==> src/rtl/packet_accum_mc.sv <==
// Multi-channel packet accumulator: per-channel sum/min/max/saturating-sum over
// interleaved packet beats, with finished results queued in a small output FIFO.
module packet_accum_mc #(
  parameter int DATA_W     = 32,
  parameter int NUM_CH     = 4,
  parameter int CNT_W      = 8,
  parameter int FIFO_DEPTH = 4,
  localparam int CH_W      = (NUM_CH > 1) ? $clog2(NUM_CH) : 1,
  localparam int RES_W     = DATA_W + CNT_W
) (
  input  logic              clk,
  input  logic              rst_n,
  input  logic              in_valid,
  output logic              in_ready,
  input  logic [CH_W-1:0]   in_ch,
  input  logic              in_first,
  input  logic              in_last,
  input  logic [1:0]        in_mode,
  input  logic [DATA_W-1:0] in_data,
  output logic              out_valid,
  input  logic              out_ready,
  output logic [CH_W-1:0]   out_ch,
  output logic [RES_W-1:0]  out_result,
  output logic [CNT_W-1:0]  out_count,
  output logic              out_ovf,
  output logic [NUM_CH-1:0] busy,
  output logic              err
);

  localparam int PTR_W = $clog2(FIFO_DEPTH);

  typedef enum logic [1:0] {OP_SUM = 2'b00, OP_MIN = 2'b01, OP_MAX = 2'b10, OP_SAT = 2'b11} op_e;

  typedef struct packed {
    logic [CH_W-1:0]  ch;
    logic [RES_W-1:0] result;
    logic [CNT_W-1:0] count;
    logic             ovf;
  } res_t;

  // Per-channel packet state
  logic [NUM_CH-1:0] active;
  logic [NUM_CH-1:0] ovf;
  logic [RES_W-1:0]  acc  [NUM_CH];
  logic [CNT_W-1:0]  cnt  [NUM_CH];
  op_e               mode [NUM_CH];

  logic             sel_active, sel_ovf, nxt_ovf;
  logic [RES_W-1:0] sel_acc, nxt_acc;
  logic [CNT_W-1:0] sel_cnt, nxt_cnt;
  op_e              sel_mode, nxt_mode;
  logic [RES_W:0]   sum_full;
  logic             ch_ok, accept, take, push, pop, bad;

  logic [PTR_W-1:0] wr_ptr, rd_ptr;
  logic [PTR_W:0]   fill;
  logic             fresh;
  res_t             mem [FIFO_DEPTH];
  res_t             head;

  assign ch_ok    = (int'(in_ch) < NUM_CH);
  assign in_ready = (fill != (PTR_W+1)'(FIFO_DEPTH));
  assign accept   = in_valid && in_ready;

  // NOTE: combinational blocks assign every output a default first, so no
  // path leaves a value held and no latch is inferred.
  always_comb begin
    sel_active = 1'b0;
    sel_ovf    = 1'b0;
    sel_acc    = '0;
    sel_cnt    = '0;
    sel_mode   = OP_SUM;
    for (int c = 0; c < NUM_CH; c++) begin
      if (ch_ok && in_ch == CH_W'(c)) begin
        sel_active = active[c];
        sel_ovf    = ovf[c];
        sel_acc    = acc[c];
        sel_cnt    = cnt[c];
        sel_mode   = mode[c];
      end
    end

    sum_full = {1'b0, sel_acc} + {{(CNT_W+1){1'b0}}, in_data};
    nxt_acc  = sel_acc;
    nxt_cnt  = sel_cnt;
    nxt_ovf  = sel_ovf;
    nxt_mode = sel_mode;
    if (in_first) begin
      nxt_acc  = {{CNT_W{1'b0}}, in_data};
      nxt_cnt  = CNT_W'(1);
      nxt_ovf  = 1'b0;
      nxt_mode = op_e'(in_mode);
    end else begin
      unique case (sel_mode)
        OP_SUM: nxt_acc = sum_full[RES_W-1:0];
        OP_SAT: begin
          if (sum_full[RES_W]) begin
            nxt_acc = '1;
            nxt_ovf = 1'b1;
          end else begin
            nxt_acc = sum_full[RES_W-1:0];
          end
        end
        OP_MIN: if (in_data < sel_acc[DATA_W-1:0]) nxt_acc = {{CNT_W{1'b0}}, in_data};
        OP_MAX: if (in_data > sel_acc[DATA_W-1:0]) nxt_acc = {{CNT_W{1'b0}}, in_data};
        default: nxt_acc = sel_acc;
      endcase
      // Count sticks at all-ones; the extra beat is still combined above
      if (&sel_cnt) nxt_ovf = 1'b1;
      else          nxt_cnt = sel_cnt + 1'b1;
    end
  end

  assign take = accept && ch_ok && (in_first || sel_active);
  assign push = take && in_last;
  assign bad  = accept && (!ch_ok || (in_first ? sel_active : !sel_active));

  // NOTE: all clocked state uses non-blocking assignments so every register
  // samples pre-edge values regardless of block ordering.
  always_ff @(posedge clk or negedge rst_n) begin
    if (!rst_n) begin
      active <= '0;
      ovf    <= '0;
      for (int c = 0; c < NUM_CH; c++) begin
        acc[c]  <= '0;
        cnt[c]  <= '0;
        mode[c] <= OP_SUM;
      end
    end else if (take) begin
      for (int c = 0; c < NUM_CH; c++) begin
        if (in_ch == CH_W'(c)) begin
          acc[c]    <= nxt_acc;
          cnt[c]    <= nxt_cnt;
          mode[c]   <= nxt_mode;
          ovf[c]    <= nxt_ovf;
          active[c] <= !in_last;
        end
      end
    end
  end

  always_ff @(posedge clk or negedge rst_n) begin
    if (!rst_n) err <= 1'b0;
    else        err <= bad;
  end

  assign busy = active;

  // A freshly written entry becomes visible one cycle after its write
  assign out_valid = (fill > {{PTR_W{1'b0}}, fresh});
  assign pop       = out_valid && out_ready;

  // NOTE: FIFO storage is not reset; the head is masked by out_valid instead,
  // so stale contents never reach the outputs.
  always_ff @(posedge clk) begin
    if (push) mem[wr_ptr] <= '{ch: in_ch, result: nxt_acc, count: nxt_cnt, ovf: nxt_ovf};
  end

  always_ff @(posedge clk or negedge rst_n) begin
    if (!rst_n) begin
      wr_ptr <= '0;
      rd_ptr <= '0;
      fill   <= '0;
      fresh  <= 1'b0;
    end else begin
      fresh <= push;
      if (push) wr_ptr <= wr_ptr + 1'b1;
      if (pop)  rd_ptr <= rd_ptr + 1'b1;
      unique case ({push, pop})
        2'b10:   fill <= fill + 1'b1;
        2'b01:   fill <= fill - 1'b1;
        default: fill <= fill;
      endcase
    end
  end

  assign head       = out_valid ? mem[rd_ptr] : '0;
  assign out_ch     = head.ch;
  assign out_result = head.result;
  assign out_count  = head.count;
  assign out_ovf    = head.ovf;

endmodule

==> config.mk <==
export PLATFORM = sky130hd
export DESIGN_NAME = packet_accum_mc
export DESIGN_NICKNAME = d
export VERILOG_FILES = /design/src/rtl/packet_accum_mc.sv
export SDC_FILE = /design/constraint.sdc
export NUM_CORES = 1
export LEC_CHECK = 0
export ABC_AREA = 1
export CAP_MARGIN = 40
export CORE_MARGIN = 2
export CORE_UTILIZATION = 35
export DETAILED_ROUTE_END_ITERATION = 6
export GPL_ROUTABILITY_DRIVEN = 0
export PLACE_DENSITY = 0.63
export RECOVER_POWER = 50
export SLEW_MARGIN = 20
export SYNTH_ARGS = -nofsm -noshare
export SYNTH_HDL_FRONTEND = slang
export SYNTH_SLANG_ARGS = --single-unit
export TNS_END_PERCENT = 1
==> constraint.sdc <==
create_clock -name clk -period 4.6 [get_ports clk]
set_input_delay 0.46 -clock clk [delete_from_list [all_inputs] [get_ports clk]]
set_output_delay 0.46 -clock clk [all_outputs]
set_load 0.05 [all_outputs]
Word level (Yosys, flattened, before mapping) --
Memory sizes are Yosys's and may differ from the RTL's. Index checks and enable logic that the tools add are counted.
Word-level totals: bits in registers 217, memory bits (writable) 204, memories kept 1
Memory list:
- mem | depth 4, width 51, rd ports 1, clocked after Yosys merged registers in 0, wr ports 1, line 58 | res_t mem [FIFO_DEPTH];
Cells by class: $add $sub $neg 6, order comparisons 3, equality and inequality tests 9, muxes and demuxes 37, reduce and logical (&&, ||, !) cells 16
Operator list (count):
- 40-bit two-way mux | 8
- 40-bit one-hot mux with 4 select lines | 1
- 51-bit two-way mux | 1
- 8-bit two-way mux | 6
- 40-bit by 32-bit adder with 41-bit output | 1
- 32-bit > comparator | 1
- 32-bit < comparator | 1
- 1-bit two-way mux | 15
- 2-bit equality test, second input constant | 5
- 2-bit two-way mux | 5
- 8-bit by 1-bit adder with 8-bit output, second input constant | 1
- 2-bit AND reduction | 4
- 8-bit AND reduction | 1
- 2-bit by 1-bit equality test with 1-bit output, second input constant | 3
- 3-bit one-hot mux with 2 select lines | 1
- 1-bit logical AND | 5
- 2-bit by 1-bit adder with 2-bit output, second input constant | 2
- 2-bit zero test | 2
- 3-bit by 1-bit adder with 3-bit output, second input constant | 1
- 3-bit by 1-bit > comparator with 1-bit output | 1
- 3-bit inequality test, second input constant | 1
- 3-bit by 1-bit subtractor with 3-bit output, second input constant | 1
- 1-bit zero test | 2
- 2-bit nonzero test | 1
- 1-bit logical OR | 1

Depth between registers and ports, before layout --
word-level depth 10, depth in mapped cells 29, gate-level depth less buffers 26

Worst setup path before layout --
Ideal clock, no wire load.
path kind input-to-reg, from input port in_ch[1], to memory mem[0][0] in the netlist's numbering (enable), arrival 4.323 ns, data required time 4.140 ns, slack -0.183 ns, cell stages on the path 13, buffers on the path 3, cells stage by stage buf_4 -> nor2_4 -> inv_2 -> buf_2 -> buf_1 -> o22ai_1 -> a221oi_1 -> ha_1 -> nor2_1 -> inv_1 -> nor2_1 -> inv_1 -> nor2_1
On the way: word-level cells in the longest chain between the ends 10, elaborated cells on any way between the ends 13, classes of those cells eq/ne: 3; mux: 6; reduce/logical: 4
Ends and longest elaborated chain:
- from (decl) | line 15 | input logic [CH_W-1:0] in_ch,
- 2-bit zero test | line 74 | if (ch_ok && in_ch == CH_W'(c)) begin
- 1-bit two-way mux (3 in a row) | line 74
- 1-bit two-way mux (*) | line 74
- 1-bit logical OR (*) | line 114 | assign take = accept && ch_ok && (in_first || sel_active);
- 1-bit logical AND (*) | line 114
- 1-bit logical AND (*) | line 115 | assign push = take && in_last;
- via push | line 53 | logic ch_ok, accept, take, push, pop, bad;
- 1-bit two-way mux (*) | line 156 | if (push) mem[wr_ptr] <= '{ch: in_ch, result: nxt_acc, count: nxt_cnt, ovf: nxt_ovf};
- 1-bit two-way mux (implied by the code) (*) | line 156
- to (decl) | line 58
Mark *: on every way through the listed nets, which the timed path passes. The rest lies on a longest branch.

Worst setup path in the final report --
from input port in_ch[1], to register cnt[14] in the netlist's numbering
On the way: word-level cells in the longest chain between the ends 8, elaborated cells on any way between the ends 19, classes of those cells add/sub: 1; eq/ne: 3; mux: 10; reduce/logical: 5
Ends and longest elaborated chain:
- 2-bit zero test | line 74
- 8-bit two-way mux / 1-bit two-way mux (equally long branches) (4 in a row) | line 74
- 8-bit by 1-bit adder with 8-bit output (tied with other cells) | line 110 | else nxt_cnt = sel_cnt + 1'b1;
- 8-bit two-way mux / 1-bit logical AND (equally long branches) | line 109, 114
- 8-bit two-way mux / 2-bit AND reduction (equally long branches)
- to (signal, indexed assignment) | line 133 | cnt[c] <= nxt_cnt;
- to (decl) | line 45 | logic [CNT_W-1:0] cnt [NUM_CH];
Parallel ways exist; a longest one is shown, timed or not. A chain may end at the register's enable or synchronous reset.

==> results.sh <==
export IMPL_status="finished, violations left"
export IMPL_violations="max-capacitance violations, max-slew violations"
export IMPL_yosys_warnings=0
export IMPL_switching_power_mw=8.29
export IMPL_crit_arrival_ns=4.84
export IMPL_antenna_found_initial=0
export IMPL_cts_sinks=421
export IMPL_cellInternalPower_mw=10.2
export IMPL_synth_distinct_cells=58
export IMPL_startpoint="in_ch[1]"
export IMPL_drv_slew=117
export IMPL_ir_drop_mv=0.343
export IMPL_clk_latency_ns=0.56
export IMPL_fmax_ghz=0.226
export IMPL_worst_path_buf_inv=8
export IMPL_synthCells=2841
export IMPL_critical_path_max_stage_delay_ns=0.74
export IMPL_antenna_cells=0
export IMPL_netlist_area_um2=23000
export IMPL_worstPathRequired_ns=5.01
export IMPL_sequentialPowerShare=0.307
export IMPL_cts_resized=0
export IMPL_synth_common_cells="nand2_1 (891), nor2_1 (314), dfrtp_1 (217)"
export IMPL_critical_path_depth=14
export IMPL_r2r_start="acc[40]"
export IMPL_portBuffers=99
export IMPL_die_w_um=260
export IMPL_ys_seq_area_frac=0.502
export IMPL_nets=3231
export IMPL_finClkSkew_ns=0.0310
export IMPL_utilization=0.429
export IMPL_synthFlopType="dfrtp_1"
export IMPL_hold_viol=0
export IMPL_syn_to_final_growth_pct=20.6
export IMPL_slowest_stage="clkbuf_2"
export IMPL_clockBufferDepth=3
export IMPL_synth_most_common_cell="nand2_1"
export IMPL_crit_fanout=28
export IMPL_worstRegToRegCells=21
export IMPL_hpwlAfterDp_um=52600
export IMPL_crit_path_cell_trace="clkdlybuf4s50_1, buf_4, nand2_4, inv_4, clkbuf_1, a221oi_1, ha_1, nor2_1, inv_1, clkbuf_1, nor2_4, inv_1, clkbuf_2, o21ai_0"
export IMPL_cts_setup_buffers=0
export IMPL_grt_max_degree=117
export IMPL_power_frac_comb=0.502
export IMPL_initial_core_util=0.356
export IMPL_cts_inserted_buffers=41
export IMPL_max_slew_margin=-1.01
export IMPL_drt_total_wl_um=74300
export IMPL_crit_path_start_kind="input port"
export IMPL_ant_nets=0
export IMPL_die_area_um2=67800
export IMPL_period_share=0.964
export IMPL_rsz0062_at_grt="false"
export IMPL_maxCapViolations=1
export IMPL_rows=93
export IMPL_min_delay_start="acc[5]"
export IMPL_num_vias=20400
export IMPL_power_leakage_nw=13.0
export IMPL_yosys_top_cells_area="edfxtp_1 (27%), dfrtp_1 (24%), nand2_1 (15%)"
export IMPL_drtIter0Drc=1908
export IMPL_synthArstFlopShare=0.515
export IMPL_cts_hold_buf=1
export IMPL_syn_avg_cell_area_um2=8.10
export IMPL_overflow=0
export IMPL_hp_class="register to register"
export IMPL_die_y_um=260
export IMPL_finalSetupViolCount=0
export IMPL_dpl_cell_count=3923
export IMPL_hold_depth=2
export IMPL_htreeDepth=2
export IMPL_period_minus_slack_ns=4.43
export IMPL_clk_pin_slew_worst_paths_ns=0.06
export IMPL_synth_edf_count=204
export IMPL_tightest_slew_ns=3.01
export IMPL_synth_top_cell_by_area="edfxtp_1"
export IMPL_ys_ff_latch=421
export IMPL_drt_first_pass_iters=7
export IMPL_fin_setup_tns_ns=0
export IMPL_fin_cells=4002
export IMPL_core_um2=64700
export IMPL_root_buffer="clkbuf_16"
export IMPL_wl_per_cell_um=18.6
export IMPL_vias_per_cell=5.10
export IMPL_grt_pass1_vias=19500
export IMPL_critPathTopFamily="buffers and inverters"
export IMPL_drc=0
export IMPL_grt_pass1_wl_um=116000
export IMPL_groute_usage_overall=0.220
export IMPL_end_kind="register"
export IMPL_clkPwrFrac=0.191
export IMPL_total_power_mw=18.5
export IMPL_cellPowerDensity_nw_per_um2=668
export IMPL_swShare=0.448
export IMPL_tritoncts="built"
export IMPL_synth_top_cell_area_share=0.266
export IMPL_path_class="input port to register"
export IMPL_syn_nets=2958
export IMPL_drive_gt1_frac=0.140
export IMPL_ioPinCount=100
[power groups by stage]
stage,combinational (mW),clock [mW],sequential [mW]
floorplan,5.79,0,5.62
global placement,9.24,0,5.73
finish,9.30,3.53,5.68
detailed placement,9.33,0,5.72
global route,10.2,3.71,5.79
CTS,9.36,3.57,5.67
[worst paths after layout]
| check | to | slack (ns) |
|---|---|---|
| hold reg to reg | acc[5] | 0.47 |
| hold / removal | acc[5] | 0.47 |
| min in group asynchronous | acc[35] | 1.34 |
| max in group asynchronous | acc[13] | 0.89 |
| setup reg to reg | mem[0][34] | 0.88 |
| setup / recovery | cnt[14] | 0.17 |
[cell families (layout without fill, tap and decap cells)]
logic type | count (synthesis) | after routing | share of synthesized area
AND/OR/NAND/NOR | 1524 | 1524 | 0.277
flip-flops | 421 | 421 | 0.502
XOR/XNOR | 17 | 17 | 0.00647
AO/OA/AOI/OAI | 451 | 451 | 0.111
buffers and inverters | 353 | 659 | 0.0618
adder cells (fa/ha/maj) | 75 | 75 | 0.0414
[metrics by stage]
step / cell area (um^2) / setup WS (ns) / hold slack, ns
floorplan: 23000 / -0.183 / 0.164
global placement: 26500 / -0.125 / 0.456
detailed placement: 26500 / -0.162 / 0.461
CTS: 27900 / 0.387 / 0.478
global route: 27700 / 0.00688 / 0.489
finish: 27700 / 0.167 / 0.475
[cells in the final DEF (no fill, tap or decap), drive strengths merged, types with 3 or more instances in the layout]
master	n
nand2	910
nor2	321
buf	278
o21ai	236
nand3	230
inv	223
dfrtp	217
edfxtp	204
a21oi	140
clkbuf	86
ha	73
clkdlybuf4s50	39
nand4	23
o221ai	21
clkinv	19
and2	13
xor2	13
nor3	12
a31oi	10
o22ai	10
a221oi	9
or2	9
dlygate4sd3	8
a21boi	7
a22oi	5
a21o	5
o21a	4
xnor2	4
bufinv	4
o21bai	3
[layer usage]
metal | vias to the layer above | share of wire | global-route usage
li1 | 9905 | - | -
met1 | 9708 | 0.47 | 0.324
met2 | 690 | 0.44 | 0.343
met3 | 123 | 0.063 | 0.0242
met4 | 0 | 0.027 | 0.0632
met5 | - | 0 | 0
[sequential cells by signal, indices dropped and copies added, names as in the netlist]
name,cells
rd_ptr,2
acc,160
busy,4
cnt,32
wr_ptr,2
fill,3
mem,204
fresh,1
mode,8
err,1
ovf,4
[final cells by class]
cell class	instances	area, um^2
Tap cell	855	1070
Multi-Input combinational cell	2067	10000
Clock inverter	21	239
Fill cell	6450	37000
Sequential cell	421	11600
Inverter	227	857
Timing Repair Buffer	356	2810
Clock buffer	55	1180
[worst register-to-register path, cell delays in order, from the launching register on]
cell and delay, ns:
dfrtp_1 0.38, o21ai_0 0.17, o221ai_1 0.12, o21ai_0 0.08
inv_1 0.13, ha_1 0.25, fa_1 0.39, nand2_1 0.09
nand3_1 0.07, o21ai_0 0.17, inv_1 0.11, nand2_1 0.07
nand2_1 0.06, nand2_1 0.06, nand2_1 0.11, nand2_1 0.14
nand2_1 0.11, nand3_2 0.26, nand2_1 0.10, nor2_1 0.11
nand3_1 0.19, and2_1 0.29
(Power assumes the default switching activity.)
